==> config.mk <==
export PLATFORM = sky130hd
export DESIGN_NAME = axi_memory_reader_cmd_gen
export DESIGN_NICKNAME = d
export VERILOG_FILES = /design/src/rtl/axi_memory_reader_cmd_gen.sv
export SDC_FILE = /design/constraint.sdc
export NUM_CORES = 2
export LEC_CHECK = 0
export BUFFER_PORTS_ARGS = -buffer_cell sky130_fd_sc_hd__buf_4
export CAP_MARGIN = 15
export CORE_ASPECT_RATIO = 0.75
export CORE_MARGIN = 3
export CORE_UTILIZATION = 55
export DETAILED_ROUTE_END_ITERATION = 8
export PLACE_DENSITY = 0.75
export SYNTH_ARGS = -nofsm -noshare
export SYNTH_HDL_FRONTEND = slang
export SYNTH_SLANG_ARGS = --single-unit
==> constraint.sdc <==
create_clock -name CLK -period 8 [get_ports CLK]
set_input_delay 0.8 -clock CLK [delete_from_list [all_inputs] [get_ports CLK]]
set_output_delay 0.8 -clock CLK [all_outputs]
set_load 0.01 [all_outputs]
==> src/rtl/axi_memory_reader_cmd_gen.sv <==
// Packet command generator: on START, pushes {address, size} commands into a
// first-word-fall-through FIFO that the AXI memory reader drains.
module axi_memory_reader_cmd_gen #(
   parameter int ADDR_WIDTH = 32,
   parameter int FIFO_DEPTH = 16
) (
   input  logic                          CLK,
   input  logic                          RESET,
   input  logic                          START,
   input  logic                          STOP,
   input  logic [ADDR_WIDTH-1:0]         BASE_ADDR,
   input  logic [63:0]                   PKT_SIZE,
   input  logic [ADDR_WIDTH-1:0]         PKT_STRIDE,
   input  logic [31:0]                   PKT_COUNT,
   output logic [ADDR_WIDTH-1:0]         CMD_ADDRESS,
   output logic [63:0]                   CMD_SIZE,
   output logic                          CMD_EMPTY,
   input  logic                          CMD_RDEN,
   output logic [$clog2(FIFO_DEPTH):0]   CMD_LEVEL,
   output logic                          GEN_BUSY,
   output logic [31:0]                   ISSUED_COUNT,
   output logic [31:0]                   DONE_COUNT
);

   localparam int PTR_W = $clog2(FIFO_DEPTH);
   localparam int LVL_W = PTR_W + 1;
   localparam int ENTRY_W = ADDR_WIDTH + 64;
   localparam logic [LVL_W-1:0] DEPTH_LVL = LVL_W'(FIFO_DEPTH);

   localparam logic [1:0] ST_IDLE     = 2'd0;
   localparam logic [1:0] ST_GENERATE = 2'd1;
   localparam logic [1:0] ST_DRAIN    = 2'd2;

   logic [1:0]            state_reg, state_next;
   logic [ADDR_WIDTH-1:0] next_addr_reg;
   logic [ADDR_WIDTH-1:0] stride_reg;
   logic [63:0]           size_reg;
   logic [31:0]           count_reg;
   logic [31:0]           remaining_reg;
   logic [PTR_W-1:0]      wr_ptr_reg;
   logic [PTR_W-1:0]      rd_ptr_reg;
   logic [LVL_W-1:0]      level_reg, level_next;
   logic [31:0]           issued_reg;
   logic [31:0]           done_reg;
   logic [ENTRY_W-1:0]    mem [FIFO_DEPTH];
   logic [ENTRY_W-1:0]    head;

   logic accept_start;
   logic push;
   logic pop;
   logic last_push;

   // Push eligibility looks only at registered level, so a pop from full
   // cannot open a slot for a push on the same edge.
   assign accept_start = (state_reg == ST_IDLE) && START;
   assign push         = (state_reg == ST_GENERATE) && !STOP && (level_reg < DEPTH_LVL);
   assign pop          = CMD_RDEN && (level_reg != '0);
   assign last_push    = push && (count_reg != '0) && (remaining_reg == 32'd1);

   always_comb begin
      state_next = state_reg;
      case (state_reg)
         ST_IDLE:     if (START) state_next = ST_GENERATE;
         ST_GENERATE: if (STOP || last_push) state_next = ST_DRAIN;
         ST_DRAIN:    if (level_reg == '0) state_next = ST_IDLE;
         default:     state_next = ST_IDLE;
      endcase
   end

   always_comb begin
      level_next = level_reg;
      case ({push, pop})
         2'b10:   level_next = level_reg + 1'b1;
         2'b01:   level_next = level_reg - 1'b1;
         default: level_next = level_reg;
      endcase
   end

   always_ff @(posedge CLK or posedge RESET) begin
      if (RESET) begin
         state_reg     <= ST_IDLE;
         next_addr_reg <= '0;
         stride_reg    <= '0;
         size_reg      <= '0;
         count_reg     <= '0;
         remaining_reg <= '0;
         wr_ptr_reg    <= '0;
         rd_ptr_reg    <= '0;
         level_reg     <= '0;
         issued_reg    <= '0;
         done_reg      <= '0;
      end else begin
         state_reg <= state_next;
         level_reg <= level_next;
         if (accept_start) begin
            next_addr_reg <= BASE_ADDR;
            stride_reg    <= PKT_STRIDE;
            size_reg      <= PKT_SIZE;
            count_reg     <= PKT_COUNT;
            remaining_reg <= PKT_COUNT;
            issued_reg    <= '0;
            done_reg      <= '0;
         end else begin
            if (push) begin
               next_addr_reg <= next_addr_reg + stride_reg;
               wr_ptr_reg    <= wr_ptr_reg + 1'b1;
               issued_reg    <= issued_reg + 32'd1;
               if (count_reg != '0)
                  remaining_reg <= remaining_reg - 32'd1;
            end
            if (pop) begin
               rd_ptr_reg <= rd_ptr_reg + 1'b1;
               done_reg   <= done_reg + 32'd1;
            end
         end
      end
   end

   // Storage carries no reset; the level gates every read of it.
   always_ff @(posedge CLK) begin
      if (push)
         mem[wr_ptr_reg] <= {next_addr_reg, size_reg};
   end

   assign head         = mem[rd_ptr_reg];
   assign CMD_EMPTY    = (level_reg == '0);
   assign CMD_ADDRESS  = CMD_EMPTY ? '0 : head[ENTRY_W-1:64];
   assign CMD_SIZE     = CMD_EMPTY ? '0 : head[63:0];
   assign CMD_LEVEL    = level_reg;
   assign GEN_BUSY     = (state_reg != ST_IDLE);
   assign ISSUED_COUNT = issued_reg;
   assign DONE_COUNT   = done_reg;

endmodule

==> results.py <==
metrics = {
    "logic_synthesis": {
        "synth_nets": 3942,
        "synth_cell_types": 57,
        "ys_seq_elements": 1807,
        "syn_inst": 3731,
        "yosysMostFrequentCell": "edfxtp_1",
        "post_synth.cell_area_avg_sq_um": 19.14,
        "netlist.area_leader.share_pct": 64.59,
        "ys.warnings.count": 0,
        "synth-edff-count": 1536,
        "synth_area_leaders": "edfxtp_1, mux4_2, dfrtp_1",
        "ys_seq_area_share_pct": 74.08,
        "syn_area_sq_mm": 0.07141,
        "synth_top_area_cell": "edfxtp_1",
        "synth-main-ff-cell": "edfxtp_1",
        "synth_common_cells": "edfxtp_1, mux4_2, nand2_1, dfrtp_1, clkbuf_1",
        "ys_async_sr_fraction_pct": 15.00,
    },
    "power_and_ir_drop": {
        "ir_drop_uv": 601.7,
        "p_leak_nw": 28.19,
        "p_per_area_mw_per_mm2": 369.8,
    },
    "die": {
        "coreArea_sq_mm": 0.1278,
        "io_pins": 332,
        "initial_core_util_pct": 55.87,
        "dieHeight_microns": 318.1,
        "die_x_microns": 422.1,
        "die-area_sq_mm": 0.1343,
        "rows": 113,
    },
    "global_route": {
        "grt_util_met1_pct": 37.20,
        "grt_busiest_layer": "met2",
        "met2_usage_pct": 40.50,
        "track_usage_pct": 25.46,
        "grt_start_max_net_pins": 159,
        "grt_pass1_vias": 37460,
        "antenna_found_initial": 11,
        "grt_pass1_wl_microns": 252100,
        "grt_overflow": 0,
        "gr-usage-met3_pct": 5.393,
    },
    "place": {
        "port_buffers": 331,
        "place_hpwl_microns": 88510,
        "routabilityCongestion": 0.8359,
    },
    "routing": {
        "drc": 0,
        "firstDrtPassIters": 8,
        "drtIter0Drc": 4504,
        "routed_wl_microns": 168700,
        "wl_per_cell_microns": 28.29,
        "ant_nets": 0,
        "dr_total_vias": 36590,
        "routed_via_density": 6.139,
    },
    "cts": {
        "path_clk_slew_ns": 0.06,
        "hold_buffers": 0,
        "insertion_delay_ns": 0.79,
        "cts_tree": "yes",
        "cts_resized": 0,
        "cts_setup_buffers": 0,
        "h-tree-depth": 4,
        "clkSinkCount": 1807,
        "clockBufferDepth": 3,
        "clock-root-buffer": "clkbuf_16",
        "numCtsBuffers": 167,
    },
    "timing": {
        "setup_viol": 0,
        "maxSlewHeadroom_pct": 22.67,
        "skew_ns": 0.02432,
        "rsz0062_at_grt": "no",
        "finalSetupTns_ns": 0,
        "period_needed_ns": 4.994,
        "fmax_mhz": 200.3,
        "slew_viol_final": 0,
        "tightest_slew_ns": 1.157,
        "hold_violations": 0,
        "period_share_pct": 62.42,
    },
    "worst_setup_path": {
        "crit_fanout": 65,
        "path_class": "flip-flop to output pin",
        "crit_buf_inv": 2,
        "crit_family": "flip-flops",
        "max_stage_delay_ns": 1.09,
        "worstSetupEndpointType": "output pin",
        "arrival_ns": 4.19,
        "slowest_stage": "dfrtp_4",
        "startpoint_type": "flip-flop",
        "critical_path.cell_chain": "buf_4 > mux4_2 > mux4_2 > and2_1 > buf_4",
        "critical_path_required_ns": 7.20,
    },
    "cells_and_area": {
        "fillers": 8679,
        "drive_above_1_share_pct": 27.32,
        "final_util_pct": 63.80,
        "largest_reg_flops": 1536,
        "syn_to_final_growth_pct": 14.18,
        "multi_input_area_sq_mm": 0.01784,
        "nNetsFinal": 4303,
        "register_area_sq_mm": 0.05292,
    },
    "run_status": {
        "run_status": "completed",
    },
    "run": {
        "drv_cap": 0,
    },
    "min_path": {
        "min_path_type": "input port to async pin",
    },
}
placed cells by master (no fill, tap or decap), types with 46 or more instances in the layout:
cell       count
xor2_1        59
edfxtp_1    1536
and2_1        98
xnor2_1       53
buf_4        371
clkbuf_16    176
mux4_2       480
o21ai_0       66
dfrtp_1      267
nand2_1      455
a21oi_1       46
nor2_1        99
cell families after synthesis:
group / share of synthesized area (%)
flops: 74.08
simple gates: 5.414
xor+xnor: 1.374
buf+inv: 1.174
compound gates: 1.920
fa+ha+maj: 0.8270
mux: 15.21
cell type report:
type                    count  share of cell area [%]
clock buffers             234                   5.889
multi-input cells        1707                   21.87
diodes                      4                 0.01228
inverters                  26                  0.1243
flip-flops and latches   1807                   64.90
repair buffers            383                   3.710
clock inverters            75                  0.8454
well taps                1725                   2.647
final timing paths:
check                         startpoint             end  slack (ns)  cells after the start
max                        rd_ptr_reg[1]     CMD_SIZE[4]        3.01                      5
min                                RESET  stride_reg[24]        0.15                      2
max reg2reg                 state_reg[1]      mem[0][41]        4.41                      6
min reg2reg                count_reg[20]   count_reg[20]        0.48                      2
max in group asynchronous          RESET    size_reg[33]        6.41                      3
min in group CLK            PKT_SIZE[54]    size_reg[54]        0.20                      3
stage by stage:
| stage | hold slack [ns] | power (W) | setup slack, ns | area, sq um | cells |
|---|---|---|---|---|---|
| 2_1_floorplan | 0.4462 | 0.01917 | 1.591 | 71440 | 3731 |
| 3_3_place_gp | 0.4604 | 0.02228 | 3.866 | 76040 | 5648 |
| 3_5_place_dp | 0.4648 | 0.02248 | 3.854 | 76040 | 5648 |
| 4_1_cts | 0.09968 | 0.03042 | 2.957 | 81530 | 5957 |
| 5_1_grt | 0.1511 | 0.03156 | 2.848 | 81530 | 5957 |
| 6_report | 0.1461 | 0.03016 | 3.006 | 81540 | 5961 |
report_power, final:
| part | total (W) | internal, W | switching (W) |
|---|---|---|---|
| Combinational | 0.00857 | 0.00430 | 0.00427 |
| Sequential | 0.0137 | 0.0120 | 0.00164 |
| Clock | 0.00794 | 0.00452 | 0.00341 |
layer usage:
| layer | up-vias | wire, microns |
|---|---|---|
| met5 | - | 91 |
| met4 | 12 | 2486 |
| met3 | 205 | 14350 |
| met2 | 1555 | 82660 |
| met1 | 19300 | 69080 |
| li1 | 15530 | - |
Note: power is estimated with default switching activity, not from simulation.
